[src/rtl/fp_to_int_converter_if.sv]
// Handshake bundle between the FP convert datapath (master) and the
// binary32-to-integer converter (slave).
interface fp_to_int_converter_if #(
    parameter int XLEN = 32
);
    logic            in_valid;
    logic            in_ready;
    logic [XLEN-1:0] A;
    logic            out_valid;
    logic            out_ready;
    logic [XLEN-1:0] result;
    logic            invalid;
    logic            inexact;

    modport master (
        output in_valid, A, out_ready,
        input  in_ready, out_valid, result, invalid, inexact
    );

    modport slave (
        input  in_valid, A, out_ready,
        output in_ready, out_valid, result, invalid, inexact
    );
endinterface

[src/rtl/fp_to_int_converter.sv]
// Iterative binary32 -> signed 32-bit integer converter.
// One bit of shift per cycle; specials (NaN, Inf, out-of-range, zero and
// denormals) are resolved at accept time and go straight to DONE.
//
//  state | meaning
//  IDLE  | waiting for an operand, in_ready high
//  SHIFT | aligning the mantissa one bit per cycle (left or right)
//  ROUND | applying rounding and sign, computing inexact
//  DONE  | result/flags presented until out_ready
module fp_to_int_converter #(
    parameter int XLEN          = 32,
    parameter bit ROUND_NEAREST = 1'b1
) (
    input  logic                 clk,
    input  logic                 rst,
    fp_to_int_converter_if.slave bus
);

    typedef enum logic [1:0] {IDLE, SHIFT, ROUND, DONE} state_t;

    state_t          state_q;
    logic            in_ready_q;
    logic            out_valid_q;
    logic [XLEN-1:0] result_q;
    logic            invalid_q;
    logic            inexact_q;
    logic [XLEN-1:0] mag_q;
    logic [4:0]      cnt_q;
    logic            sign_q;
    logic            left_q;
    logic            guard_q;
    logic            sticky_q;

    logic            sign_d;
    logic [7:0]      exp_d;
    logic [22:0]     frac_d;
    logic            special_d;
    logic [XLEN-1:0] spec_res_d;
    logic            spec_inv_d;
    logic            spec_inx_d;
    logic            left_d;
    logic [4:0]      cnt_d;
    logic            inc_d;
    logic [XLEN-1:0] mag_rnd_d;
    logic [XLEN-1:0] res_rnd_d;

    assign bus.in_ready  = in_ready_q;
    assign bus.out_valid = out_valid_q;
    assign bus.result    = result_q;
    assign bus.invalid   = invalid_q;
    assign bus.inexact   = inexact_q;

    // Decode the incoming operand: special-case outcome or shift direction/count.
    // Exponent compares are done on the biased field: E=150 is e=23, E=158 is e=31.
    always_comb begin
        sign_d     = bus.A[31];
        exp_d      = bus.A[30:23];
        frac_d     = bus.A[22:0];
        special_d  = 1'b0;
        spec_res_d = '0;
        spec_inv_d = 1'b0;
        spec_inx_d = 1'b0;
        left_d     = 1'b0;
        cnt_d      = 5'd0;
        if (exp_d == 8'hFF && frac_d != 23'd0) begin
            special_d  = 1'b1;
            spec_res_d = 32'h7FFF_FFFF;
            spec_inv_d = 1'b1;
        end else if (exp_d >= 8'd158) begin
            special_d = 1'b1;
            if (!sign_d) begin
                spec_res_d = 32'h7FFF_FFFF;
                spec_inv_d = 1'b1;
            end else begin
                // exactly -2^31 is representable; anything beyond saturates
                spec_res_d = 32'h8000_0000;
                spec_inv_d = (exp_d != 8'd158) || (frac_d != 23'd0);
            end
        end else if (exp_d == 8'd0) begin
            special_d  = 1'b1;
            spec_inx_d = (frac_d != 23'd0);
        end else if (exp_d > 8'd150) begin
            left_d = 1'b1;
            cnt_d  = 5'(exp_d - 8'd150);
        end else if (exp_d >= 8'd126) begin
            cnt_d = 5'(8'd150 - exp_d);
        end else begin
            // 25 right shifts push every mantissa bit past the guard into sticky
            cnt_d = 5'd25;
        end
    end

    // Rounding increment and sign application for the ROUND state.
    always_comb begin
        inc_d     = ROUND_NEAREST ? (guard_q & (sticky_q | mag_q[0])) : 1'b0;
        mag_rnd_d = mag_q + {{(XLEN-1){1'b0}}, inc_d};
        res_rnd_d = sign_q ? (~mag_rnd_d + 1'b1) : mag_rnd_d;
    end

    // Conversion FSM with registered handshake outputs and datapath.
    always_ff @(posedge clk) begin
        if (rst) begin
            state_q     <= IDLE;
            in_ready_q  <= 1'b1;
            out_valid_q <= 1'b0;
            result_q    <= '0;
            invalid_q   <= 1'b0;
            inexact_q   <= 1'b0;
            mag_q       <= '0;
            cnt_q       <= 5'd0;
            sign_q      <= 1'b0;
            left_q      <= 1'b0;
            guard_q     <= 1'b0;
            sticky_q    <= 1'b0;
        end else begin
            case (state_q)
                IDLE: begin
                    if (bus.in_valid && in_ready_q) begin
                        in_ready_q <= 1'b0;
                        sign_q     <= sign_d;
                        left_q     <= left_d;
                        guard_q    <= 1'b0;
                        sticky_q   <= 1'b0;
                        mag_q      <= {8'd0, 1'b1, frac_d};
                        cnt_q      <= cnt_d;
                        if (special_d) begin
                            result_q    <= spec_res_d;
                            invalid_q   <= spec_inv_d;
                            inexact_q   <= spec_inx_d;
                            out_valid_q <= 1'b1;
                            state_q     <= DONE;
                        end else if (cnt_d == 5'd0) begin
                            state_q <= ROUND;
                        end else begin
                            state_q <= SHIFT;
                        end
                    end
                end
                SHIFT: begin
                    if (left_q) begin
                        mag_q <= {mag_q[XLEN-2:0], 1'b0};
                    end else begin
                        mag_q    <= {1'b0, mag_q[XLEN-1:1]};
                        guard_q  <= mag_q[0];
                        sticky_q <= sticky_q | guard_q;
                    end
                    cnt_q <= cnt_q - 5'd1;
                    if (cnt_q == 5'd1) begin
                        state_q <= ROUND;
                    end
                end
                ROUND: begin
                    result_q    <= res_rnd_d;
                    invalid_q   <= 1'b0;
                    inexact_q   <= guard_q | sticky_q;
                    out_valid_q <= 1'b1;
                    state_q     <= DONE;
                end
                DONE: begin
                    if (bus.out_ready) begin
                        out_valid_q <= 1'b0;
                        in_ready_q  <= 1'b1;
                        state_q     <= IDLE;
                    end
                end
                default: state_q <= IDLE;
            endcase
        end
    end

endmodule

[src/flat_wrapper.sv]
// flat-port wrapper written by rule: the top's interface ports become plain ports
module fp_to_int_converter_flat 
#(
    parameter int XLEN          = 32,
    parameter bit ROUND_NEAREST = 1'b1
)
  (clk, rst, bus_in_valid, bus_A, bus_out_ready, bus_in_ready, bus_out_valid, bus_result, bus_invalid, bus_inexact);
  fp_to_int_converter_if #(.XLEN(XLEN)) bus_i ();
  input  logic clk;
  input  logic rst;
  input wire logic [$bits(bus_i.in_valid)-1:0] bus_in_valid;
  input wire logic [$bits(bus_i.A)-1:0] bus_A;
  input wire logic [$bits(bus_i.out_ready)-1:0] bus_out_ready;
  output wire logic [$bits(bus_i.in_ready)-1:0] bus_in_ready;
  output wire logic [$bits(bus_i.out_valid)-1:0] bus_out_valid;
  output wire logic [$bits(bus_i.result)-1:0] bus_result;
  output wire logic [$bits(bus_i.invalid)-1:0] bus_invalid;
  output wire logic [$bits(bus_i.inexact)-1:0] bus_inexact;
  assign bus_i.in_valid = bus_in_valid;
  assign bus_i.A = bus_A;
  assign bus_i.out_ready = bus_out_ready;
  assign bus_in_ready = bus_i.in_ready;
  assign bus_out_valid = bus_i.out_valid;
  assign bus_result = bus_i.result;
  assign bus_invalid = bus_i.invalid;
  assign bus_inexact = bus_i.inexact;
  fp_to_int_converter #(.XLEN(XLEN), .ROUND_NEAREST(ROUND_NEAREST)) u_core (.clk(clk), .rst(rst), .bus(bus_i));
endmodule
[config.mk]
export PLATFORM = sky130hd
export DESIGN_NAME = fp_to_int_converter_flat
export DESIGN_NICKNAME = d
export VERILOG_FILES = /design/src/rtl/fp_to_int_converter_if.sv /design/src/rtl/fp_to_int_converter.sv /design/src/flat_wrapper.sv
export SDC_FILE = /design/constraint.sdc
export NUM_CORES = 1
export LEC_CHECK = 0
export CAP_MARGIN = 20
export CORE_ASPECT_RATIO = 0.5
export CORE_MARGIN = 10
export CORE_UTILIZATION = 50
export CTS_CLUSTER_DIAMETER = 40
export DETAILED_ROUTE_END_ITERATION = 10
export PLACE_DENSITY = 0.75
export SYNTH_ARGS = -nofsm -noshare
export SYNTH_HDL_FRONTEND = slang
export SYNTH_SLANG_ARGS = --single-unit
[constraint.sdc]
create_clock -name clk -period 3.08 [get_ports clk]
set_input_delay 0.462 -clock clk [delete_from_list [all_inputs] [get_ports clk]]
set_output_delay 0.462 -clock clk [all_outputs]
set_load 0.01 [all_outputs]
Yosys cells after proc, flatten, opt, wreduce, memory -nomap -nowiden
Index checks and enable logic that the tools add are counted.
{"block": "totals", "romBits": 0, "mem_count": 0, "wordCells": 106, "ram_bits": 0, "latchBits": 0, "input_bits": 36, "out_inout_bits": 36, "ff_bits": 79}
{"block": "op_classes", "n_mul": 0, "addsub": 5, "shifts": 0, "n_mux": 53, "reduce_logical": 18, "n_eq_ne": 11, "n_div": 0, "order_cmp": 3, "n_bitwise": 4}
{"operator": "$mux W32", "count": 8}
{"operator": "$pmux W32 S2", "count": 2}
{"operator": "$add A32 B1 Y32", "count": 1}
{"operator": "$add A32 B1 Y32 const B", "count": 1}
{"operator": "$not A32 Y32", "count": 1}
{"operator": "$mux W5", "count": 6}
{"operator": "$mux W1", "count": 24}
{"operator": "$reduce_bool A23 Y1", "count": 1}
{"operator": "$reduce_and A3 Y1", "count": 4}
{"operator": "$mux W2", "count": 5}
{"operator": "$pmux W1 S2", "count": 5}
{"operator": "$pmux W5 S2", "count": 1}
{"operator": "$eq A8 B8 Y1 const B", "count": 1}
{"operator": "$ge A8 B7 Y1 const B", "count": 1}
{"operator": "$ge A8 B8 Y1 const B", "count": 1}
{"operator": "$gt A8 B8 Y1 const B", "count": 1}
{"operator": "$logic_not A8 Y1", "count": 1}
{"operator": "$ne A8 B8 Y1 const B", "count": 1}
{"operator": "$pmux W2 S4", "count": 1}
{"operator": "$ne A2 B1 Y1 const B", "count": 3}
{"operator": "$reduce_bool A2 Y1", "count": 3}
{"operator": "$eq A5 B1 Y1 const B", "count": 1}
{"operator": "$logic_not A5 Y1", "count": 1}
{"operator": "$sub A5 B1 Y5 const B", "count": 1}
{"operator": "14 further kinds", "count": 19}

Logic depth before layout (Yosys ltp)
Gate-level depths: netlist of the first run.
{"block": "logic_depth", "depth_word": 11, "depth_mapped": 13, "ltp_nobuf": 11}

Least setup slack after synthesis of the first run
Ideal clock, no wire load.
{"block": "synth_timing", "path_kind": "register to register", "from": "register u_core.mag_q[0]", "to": "register u_core.result_q[18], in the netlist u_core.bus.result[18]", "t_required_ns": 3.020, "stages_incl_launch_ff": 13, "period_less_slack_ns": 3.250, "arrival_time_ns": 3.189, "path_buffers": 1, "path_slack_ns": -0.170, "setup_time_ns": 0.060, "path_cell_list": "dfxtp_1 o21a_1 ha_1 ha_1 buf_4 nand4_2 nor3b_1 and4b_1 o2111ai_2 or3_4 o31ai_2 mux2i_1 o221a_1"}
{"block": "synth_via", "elab_chain_len": 7}
{"element": "start: declaration", "line_no": "fp_to_int_converter.sv:27", "text": "logic [XLEN-1:0] mag_q;"}
{"element": "start signal: assignment", "line_no": "fp_to_int_converter.sv:124", "text": "mag_q <= {8'd0, 1'b1, frac_d};"}
{"element": "start signal: assignment", "line_no": "fp_to_int_converter.sv:141", "text": "mag_q <= {mag_q[XLEN-2:0], 1'b0};"}
{"element": "start signal: assignment", "line_no": "fp_to_int_converter.sv:143", "text": "mag_q <= {1'b0, mag_q[XLEN-1:1]};"}
{"element": "$or A1 B1 Y1", "line_no": "fp_to_int_converter.sv:95", "text": "inc_d = ROUND_NEAREST ? (guard_q & (sticky_q | mag_q[0])) : 1'b0;"}
{"element": "$and A1 B1 Y1", "line_no": "fp_to_int_converter.sv:95"}
{"element": "$add A32 B1 Y32 *", "line_no": "fp_to_int_converter.sv:96", "text": "mag_rnd_d = mag_q + {{(XLEN-1){1'b0}}, inc_d};"}
{"element": "$not A32 Y32", "line_no": "fp_to_int_converter.sv:97", "text": "res_rnd_d = sign_q ? (~mag_rnd_d + 1'b1) : mag_rnd_d;"}
{"element": "$add A32 B1 Y32", "line_no": "fp_to_int_converter.sv:97"}
{"element": "$mux W32 *", "line_no": "fp_to_int_converter.sv:97"}
{"element": "$pmux W32 S2 *", "line_no": "fp_to_int_converter.sv:116", "text": "case (state_q)"}
{"element": "end signal: assignment", "line_no": "fp_to_int_converter.sv:127", "text": "result_q <= spec_res_d;"}
{"element": "end signal: assignment", "line_no": "fp_to_int_converter.sv:153", "text": "result_q <= res_rnd_d;"}
{"element": "end: declaration", "line_no": "fp_to_int_converter.sv:24", "text": "logic [XLEN-1:0] result_q;"}
Mark *: on every way between the ends. The rest lies on a longest branch, timed or not.
A chain may end at the register's enable or synchronous reset.

Final worst setup path of the first run
{"block": "layout_timing", "from": "register u_core.mag_q[0]", "to": "register u_core.result_q[27], in the netlist u_core.bus.result[27]"}
The elaborated chain is that of the path after synthesis.

==> results of run 1 <==
-- layer usage --
layer  GRT usage  routed length [um]  up-vias
met5           0                   0        -
met4      0.0363                 166        0
met3      0.0415                1450       24
met2       0.300                8150      276
met1       0.295                8980     3027
li1            -                   -     3164
-- final timing paths --
kind              cells after the start                                  to  slack, ps                            start
hold reg to reg                       2     u_core.bus.invalid$_SDFFE_PP0P_        460  u_core.bus.invalid$_SDFFE_PP0P_
hold / removal                        2     u_core.bus.invalid$_SDFFE_PP0P_        460  u_core.bus.invalid$_SDFFE_PP0P_
setup reg to reg                     12  u_core.bus.result[27]$_SDFFE_PP0P_         80     u_core.mag_q[0]$_SDFFE_PP0P_
setup / recovery                     12  u_core.bus.result[27]$_SDFFE_PP0P_         80     u_core.mag_q[0]$_SDFFE_PP0P_
-- state kept, by name, summed over array words and instances, names as in the netlist --
signal and cells:
u_core.bus.out_valid 1, u_core.bus.in_ready 1, u_core.sign_q 1, u_core.bus.result 32, u_core.bus.invalid 1, u_core.guard_q 1
u_core.sticky_q 1, u_core.left_q 1, u_core.cnt_q 5, u_core.bus.inexact 1, u_core.state_q 2, u_core.mag_q 32
-- power groups by stage --
| stage | clock network (mW) | registers, mW | logic [mW] |
|---|---|---|---|
| floorplan | 0 | 1.54 | 1.93 |
| global placement | 0 | 1.63 | 2.98 |
| detailed placement | 0 | 1.64 | 3.05 |
| CTS | 1.10 | 1.62 | 3.08 |
| global route | 1.15 | 1.68 | 3.58 |
| finish | 1.10 | 1.64 | 3.26 |
-- metrics by stage --
step                 util  cells  hold slack, ps
finish              0.666   1085             464
floorplan               -    817             455
detailed placement  0.621   1061             458
global route        0.666   1085             486
CTS                 0.648   1077             467
global placement    0.621   1061             447
-- repair_timing --
action                     4_1_cts  5_1_grt
hold endpoints to repair         0        0
gates resized for setup          4       29
buffers inserted                 0        8
pin swaps                        0        9
cloned                           0        0
setup endpoints to repair        7       18
-- layout make-up --
class | count | area, um^2 | area share
Multi-Input combinational cell | 639 | 4280 | 0.543
Sequential cell | 79 | 1580 | 0.201
Timing Repair Buffer | 162 | 1430 | 0.181
Clock buffer | 10 | 239 | 0.0303
Tap cell | 165 | 206 | 0.0262
Inverter | 24 | 90.1 | 0.0114
Clock inverter | 6 | 60.1 | 0.00762
-- kinds of logic after synthesis --
| group | Yosys count | synth area share |
|---|---|---|
| xor gates and xnor gates | 55 | 0.0794 |
| AOI/OAI and AO/OA | 227 | 0.243 |
| DFF | 79 | 0.261 |
| buffers and inverters | 99 | 0.0650 |
| adders and majority gates | 15 | 0.0309 |
| muxes | 36 | 0.0609 |
| and+or+nand+nor | 306 | 0.260 |
-- cells in the mapped netlist (6+ instances only) --
| cell type | number |
|---|---|
| or3_1 | 13 |
| nor4_1 | 10 |
| xor2_1 | 16 |
| nor3_1 | 23 |
| nor2_1 | 54 |
| o31ai_1 | 6 |
| nand4_1 | 15 |
| nand3_1 | 32 |
| nand2_1 | 100 |
| buf_2 | 9 |
| dfxtp_1 | 79 |
| and2_1 | 6 |
| o21ai_0 | 51 |
| mux2i_1 | 29 |
| mux2_2 | 7 |
| xnor2_1 | 39 |
| inv_1 | 22 |
| and3_1 | 12 |
| ha_1 | 15 |
| a21oi_1 | 75 |
| a31oi_1 | 13 |
| a311oi_1 | 6 |
| clkbuf_1 | 59 |
| o211ai_1 | 26 |
-- critical path, delay by kind of cell (launching register included) --
kind	cells	cell delay, ps
compound gates	4	780
fa+ha+maj	1	170
buf+inv	2	300
flops	1	360
simple gates	5	1340
==> results.yml, run 1 <==
clocking:
  clockRootBuffer: "clkbuf_16"
  clk_pin_slew_ps: 70
  clockBufferDepth: 2
  cts_max_level: 3
  hold_buffers: 0
  cts_sinks: 79
  cts_inserted_buffers: 9
  tritoncts: "built"
  clock_latency_ps: 340
grt:
  grt_start_max_net_pins: 64
  grt_pass1_vias: 5696
  grt_pass1_wl_mm: 29.5
  grtUsageTotal: 0.202
  grt_remaining_overflow: 0
  antenna_found_initial: 0
power_and_ir_drop:
  combinationalPowerShare: 0.544
  cellPowerDensity_nw_per_um2: 761
  power.switching_mw: 2.57
  internal-power_mw: 3.43
  power.total_mw: 6.00
  p_seq_frac: 0.274
  vdd_ir_drop_max_mv: 0.474
  total_leakage_power_nw: 2.90
  clkPwrFrac: 0.183
  switching_share: 0.428
die:
  ios: 72
  core_area_um2: 11800
  start_util: 0.512
  die_h_um: 97.9
  dieArea_um2: 17200
  die_x_um: 176
  fp-row-count: 28
finish:
  final_cell_mix: "nand2_1, buf_4, dfxtp_1"
  final_area_um2: 7890
  drive_above_1_share: 0.190
  final_nets: 966
  n_antenna_cell: 0
  areaGrowthSynthToFinish_pct: 30.0
  fillCellCount: 1027
  final_common_cell: "nand2_1"
placement:
  pre_cts_ws_ps: -155
  place_congestion: 0.894
  io_buffers: 71
  dp_hpwl_mm: 13.6
  dpl-instance-area_um2: 7350
timing:
  postLayoutSetupSlackWorst_ps: 80.5
  final.period_utilization: 0.974
  hold_viol: 0
  finalSetupViolations: 0
  fin_crit_ps: 3000
  tightest_slew_ps: 921
  slew_headroom: 0.385
  max_freq_mhz: 333
  tns_ps: 0
  final_max_slew_viol_count: 0
  clock_skew_ps: 8.21
  grt_setup_unrepaired: "true"
synth:
  ys_seq_area_frac: 0.261
  synthDistinctLibCells: 78
  ys_top_cells_by_area: "dfxtp_1, a21oi_1, nand2_1"
  syn_nets: 868
  syn-instance-count: 817
  synth_top_area_frac: 0.261
  synthArstFlopShare: 0
  synth_ff_type: "dfxtp_1"
  synth-edff-count: 0
  ys_ff_latch: 79
  syn_area_um2: 6070
  yosys_warnings: 0
  syn_area_per_cell_um2: 7.42
  synth_top_area_cell: "dfxtp_1"
setup_path:
  cp_common_cell: "buf_6"
  arrival_ps: 3290
  crit_path_max_incr_delay_ps: 480
  endpoint_kind: "flip-flop"
  critical_path_required_ps: 3370
  start_kind: "flip-flop"
  crit_type: "reg2reg"
  path_cells: "o21a_1, ha_4, nand3_2, or4_4, buf_6, nor3_4, buf_6, a31oi_4, a211oi_4, a31oi_1, or4b_1, nand3_1"
  critPathMaxFanout: 6
  cp_slowest_cell: "or4b_1"
drt:
  detail_route.first_pass.iterations: 5
  vias_per_cell: 5.98
  ant_nets: 0
  drc: 0
  drtIter0Drc: 548
  wl_mm: 18.7
  wl_per_cell_um: 17.3
  num_vias: 6491
job:
  drv_cap: 0
status:
  status: "finished clean"
min_path:
  min_path_type: "reg2reg"
(Power assumes the default switching activity.)
==> run 2, diff against run 1 <==
- CTS_CLUSTER_SIZE: unset -> 25
==> results of run 2 <==
Final layout, timing and power as in run 1 (identical DEF).
